[config.mk]
export PLATFORM = sky130hd
export DESIGN_NAME = jiancheng_seq
export DESIGN_NICKNAME = d
export VERILOG_FILES = /design/src/rtl/jiancheng_seq.sv
export SDC_FILE = /design/constraint.sdc
export NUM_CORES = 1
export LEC_CHECK = 0
export ABC_AREA = 1
export BUFFER_PORTS_ARGS = -buffer_cell sky130_fd_sc_hd__buf_2
export CAP_MARGIN = 20
export CORE_UTILIZATION = 30
export DETAILED_ROUTE_END_ITERATION = 8
export PLACE_DENSITY_LB_ADDON = 0.12
export SYNTH_ARGS = -nofsm -noshare
export SYNTH_HDL_FRONTEND = slang
export SYNTH_SLANG_ARGS = --single-unit
export TNS_END_PERCENT = 5
[constraint.sdc]
create_clock -name clk -period 2.2 [get_ports clk]
set_clock_uncertainty 0.2 [all_clocks]
set_input_delay 0.44 -clock clk [delete_from_list [all_inputs] [get_ports clk]]
set_output_delay 0.44 -clock clk [all_outputs]
set_load 0.1 [all_outputs]
[src/rtl/jiancheng_seq.sv]
// rtl/jiancheng_seq.sv - clocked add/sub/mul/div engine with start/done handshake
// Optional restoring divider is built only when JIANCHENG_DIV_EN is defined.
module jiancheng_seq #(
    parameter int W  = 6,
    parameter int CW = 5
) (
    input  logic           clk,
    input  logic           rst,
    input  logic           start,
    input  logic [W-1:0]   a,
    input  logic [W-1:0]   b,
    input  logic [1:0]     sl,
    output logic           busy,
    output logic           done,
    output logic [2*W-1:0] c,
    output logic           err
);

    typedef enum logic {S_IDLE, S_CALC} state_t;

    state_t         r_state;
    state_t         w_state_nxt;
    logic [CW-1:0]  r_cnt;
    logic [2*W-1:0] r_acc;
    logic [2*W-1:0] r_mc;
    logic [W-1:0]   r_b;
    logic           r_done;
    logic [2*W-1:0] r_c;
    logic           r_err;

    logic           w_accept;
    logic           w_iter;
    logic           w_last;
    logic [2*W-1:0] w_add;
    logic [2*W-1:0] w_sub;
    logic [2*W-1:0] w_mul_acc;
    logic [2*W-1:0] w_calc_acc;
    logic           w_calc_err;

    assign w_accept  = (r_state == S_IDLE) && start;
    assign w_last    = (r_state == S_CALC) && (r_cnt == CW'(W - 1));
    assign w_add     = {{(W-1){1'b0}}, ({1'b0, a} + {1'b0, b})};
    assign w_sub     = {{W{1'b0}}, a} - {{W{1'b0}}, b};
    assign w_mul_acc = r_acc + (r_b[0] ? r_mc : '0);

`ifdef JIANCHENG_DIV_EN
    logic           r_is_div;
    logic [W:0]     w_shift;
    logic [W:0]     w_trial;
    logic [2*W-1:0] w_div_acc;

    // r_acc holds {remainder, dividend/quotient}; quotient bits shift in from the right
    assign w_iter     = sl[1];
    assign w_shift    = {r_acc[2*W-1:W], r_acc[W-1]};
    assign w_trial    = w_shift - {1'b0, r_b};
    assign w_div_acc  = w_trial[W] ? {w_shift[W-1:0], r_acc[W-2:0], 1'b0}
                                   : {w_trial[W-1:0], r_acc[W-2:0], 1'b1};
    assign w_calc_acc = r_is_div ? w_div_acc : w_mul_acc;
    assign w_calc_err = r_is_div && (r_b == '0);
`else
    assign w_iter     = (sl == 2'b10);
    assign w_calc_acc = w_mul_acc;
    assign w_calc_err = 1'b0;
`endif

    always_ff @(posedge clk) begin
        if (rst) r_state <= S_IDLE;
        else     r_state <= w_state_nxt;
    end

    always_comb begin
        w_state_nxt = r_state;
        case (r_state)
            S_IDLE:  if (w_accept && w_iter) w_state_nxt = S_CALC;
            S_CALC:  if (w_last)             w_state_nxt = S_IDLE;
            default: w_state_nxt = S_IDLE;
        endcase
    end

    always_comb begin
        busy = (r_state == S_CALC);
    end

    always_ff @(posedge clk) begin
        if (rst) begin
            r_cnt    <= '0;
            r_acc    <= '0;
            r_mc     <= '0;
            r_b      <= '0;
            r_done   <= 1'b0;
            r_c      <= '0;
            r_err    <= 1'b0;
`ifdef JIANCHENG_DIV_EN
            r_is_div <= 1'b0;
`endif
        end else begin
            r_done <= 1'b0;
            if (w_accept) begin
                r_cnt <= '0;
                r_b   <= b;
                r_mc  <= {{W{1'b0}}, a};
                if (w_iter) begin
`ifdef JIANCHENG_DIV_EN
                    r_is_div <= sl[0];
                    r_acc    <= sl[0] ? {{W{1'b0}}, a} : '0;
`else
                    r_acc    <= '0;
`endif
                end else begin
                    r_done <= 1'b1;
                    r_err  <= (sl == 2'b11);
                    case (sl)
                        2'b00:   r_c <= w_add;
                        2'b01:   r_c <= w_sub;
                        default: r_c <= '0;
                    endcase
                end
            end else if (r_state == S_CALC) begin
                r_cnt <= r_cnt + CW'(1);
                r_acc <= w_calc_acc;
                r_mc  <= r_mc << 1;
`ifdef JIANCHENG_DIV_EN
                if (!r_is_div) r_b <= r_b >> 1;
`else
                r_b   <= r_b >> 1;
`endif
                if (w_last) begin
                    r_done <= 1'b1;
                    r_c    <= w_calc_acc;
                    r_err  <= w_calc_err;
                end
            end
        end
    end

    assign done = r_done;
    assign c    = r_c;
    assign err  = r_err;

endmodule

==> results.ini <==
[floorplanning]
die_h_microns=107
start_util_pct=31.5
core-area_sq_um=10500
dieArea_sq_um=11400
num_rows=37
num_io_pins=32
die_x_microns=107

[placement]
dp_hpwl_microns=7040
gp_congestion=0.875
io_buffers=31

[routing]
route.detailed.drc=0
drt_iter0_drc=121
antenna_left=0
vias=3169
via_per_inst=4.65
first_pass_iters=4
wirelength_microns=8860
wl_per_cell_microns=13.0

[timing]
hold_violations=0
slew_headroom_pct=67.9
hold_ws_ns=0.196
tightest_slew_ns=0.485
slew_viol_final=0
period_share_pct=93.8
fmax_mhz=485
min_period_ns=2.06
rsz0062_at_grt=no
setup_violations=0

[synth]
netlist_area_sq_um=3290
yosysTopAreaCell=dfxtp_1
async_flop_share_pct=0
synth_top_area_share_pct=30.4
synth_warnings=0
synth_nets=541
avgSynthCellArea_sq_um=6.64
synthTopCellsByCount=nand2_1 (130), inv_1 (73), dfxtp_1 (50)
ys_seq_area_share_pct=30.4
yosysMostFrequentCell=nand2_1
yosys-top-cells-area=dfxtp_1 (30%), nand2_1 (15%), ha_1 (9.5%), inv_1 (8.3%), a21oi_1 (7.3%)
ys_ff_latch=50
synth_edf_count=0
synth_cells=496
synthFlopType=dfxtp_1
synth_cell_types=33

[worst_hold_path]
hold_depth=3
hold_path.class=input pin to flop
hp-start=sl[0]
holdPathEnd=err$_SDFFE_PP0P_

[global_route]
grt_pass1_vias=3185
grt_use_met1_pct=21.6
grt.total_usage_pct=16.9
grt-ovfl-total=0
grt_max_degree=33
antenna_found_initial=0
use_met2_pct=28.8
grt_pass1_wl_microns=15100
grt_busiest_layer=met2
use_met3_pct=2.74

[clock_network]
clk-insertion-delay-late_ns=0.32
root_buffer=clkbuf_8
cts_tree=built
clockBufferDepth=2
cts_buffers=5
numClockSinks=50
cts_max_level=2
cts.clk_slew.worst_paths_ns=0.11
postCtsSetupBuffers=0

[pwr]
finalPower_mw=2.19
vdd_ir_drop_max_uv=292
p_leak_nw=1.97
p_per_area_nw_per_um2=567

[cells_and_area]
diodes=0
multiInputGateArea_sq_um=1930
register_area_sq_um=1010
layout-drive-gt1-share_pct=16.1
finalNetCount=589
area_delta_synth_final_pct=17.2
fin_util_pct=36.9
nFillCells=1189

[worst_setup_path]
worstPathRequired_ns=2.26
timing.rr.start=r_b[0]$_SDFFE_PP0P_
cp-end-kind=flop
start_kind=flop
r2r_cells=10
cp.arrival_ns=2.13
r2r_end=r_acc[10]$_SDFFE_PP0P_
ff2ff_setup_slack_ns=0.14
cp_max_fo=9
path_class=flop to flop

[run]
drv_cap=0

[outcome]
status=finished clean

## power breakdown
group          switching [mW]  internal [mW]  total (mW)
logic                   0.430          0.181       0.610
registers              0.0322          0.957       0.989
clock network           0.355          0.237       0.592
## how the worst max path moves through the flow
| stage | cells past startpoint | slack (ns) | endpoint | startpoint |
|---|---|---|---|---|
| 6_report | 10 | 0.14 | r_acc[10]$_SDFFE_PP0P_ | r_b[0]$_SDFFE_PP0P_ |
| 5_1_grt | 13 | 0.02 | c[6]$_SDFFE_PP0P_ | r_b[0]$_SDFFE_PP0P_ |
| 3_5_place_dp | 9 | -0.06 | c[4]$_SDFFE_PP0P_ | a[0] |
| 3_3_place_gp | 9 | -0.05 | c[4]$_SDFFE_PP0P_ | a[0] |
| 4_1_cts | 13 | 0.03 | c[6]$_SDFFE_PP0P_ | r_b[0]$_SDFFE_PP0P_ |
| 2_1_floorplan | 13 | 0.10 | c[6]$_SDFFE_PP0P_ | r_b[0]$_SDFFE_PP0P_ |
## stage by stage
step                      cells  setup TNS (ns)  area [sq um]  worst slack [ns]
after floorplan             496               0          3300             0.104
after global placement      673         -0.0517          3740           -0.0517
after detailed placement    673         -0.0591          3740           -0.0591
after CTS                   681               0          3850            0.0317
after global routing        681               0          3860            0.0177
final                       681               0          3860             0.136
## flip-flops by register name, indices dropped and copies added (netlist names)
register  cells
r_acc        12
c            12
r_cnt         5
err           1
r_b           6
done          1
busy          1
r_mc         12
## layout by cell type (no fill, tap or decap), types with 2 or more instances in the layout
| master | instances |
|---|---|
| o211ai_1 | 3 |
| dfxtp_1 | 48 |
| nand3b_1 | 3 |
| nor3_1 | 3 |
| nand2_1 | 130 |
| buf_2 | 31 |
| o221ai_1 | 3 |
| nand4_1 | 6 |
| o21ai_0 | 31 |
| a21oi_1 | 46 |
| a21oi_2 | 8 |
| clkbuf_8 | 5 |
| inv_2 | 2 |
| or2_2 | 3 |
| nand3_1 | 43 |
| o21ai_1 | 8 |
| ha_1 | 25 |
| buf_4 | 25 |
| inv_1 | 73 |
| inv_4 | 2 |
| clkinv_4 | 2 |
| nor2_1 | 27 |
| fa_1 | 2 |
## cell families (layout without fill, tap and decap cells)
family          after synthesis  count (layout)  synth area share, %
simple gates                221             221                 29.1
compound gates              102             102                 17.2
buf+inv                      93             142                 11.5
flops                        50              50                 30.4
fa+ha+maj                    28              28                 11.3
xor+xnor                      2               2                0.532
## routing by layer
metal | vias up | part of all wire, %
met1 | 1406 | 48
met2 | 52 | 47
met3 | 15 | 2.9
met4 | 0 | 2.1
li1 | 1696 | -
met5 | - | 0
## worst max-delay path, stage by stage, from the launching register on
cell	delay, ns
dfxtp_4	0.39
buf_4	0.15
nand2_1	0.06
inv_1	0.04
ha_1	0.34
nand2_1	0.11
nor2_1	0.17
nand3_1	0.15
nand4_1	0.12
nand3_1	0.14
a21oi_1	0.15
## final cells by class
| cell class | instances | area share (%) |
|---|---|---|
| Clock buffer | 5 | 1.78 |
| Clock inverter | 3 | 0.745 |
| Inverter | 77 | 7.62 |
| Multi-Input combinational cell | 353 | 50.0 |
| Sequential cell | 50 | 26.1 |
| Tap cell | 136 | 4.41 |
| Timing Repair Buffer | 57 | 9.40 |
## timing repair
item,4_1_cts,5_1_grt
gates resized for setup,1,5
endpoints found under the setup margin,1,14
cloned,0,0
hold buffers,0,0
No activity file was read; power rests on OpenSTA's default activity.
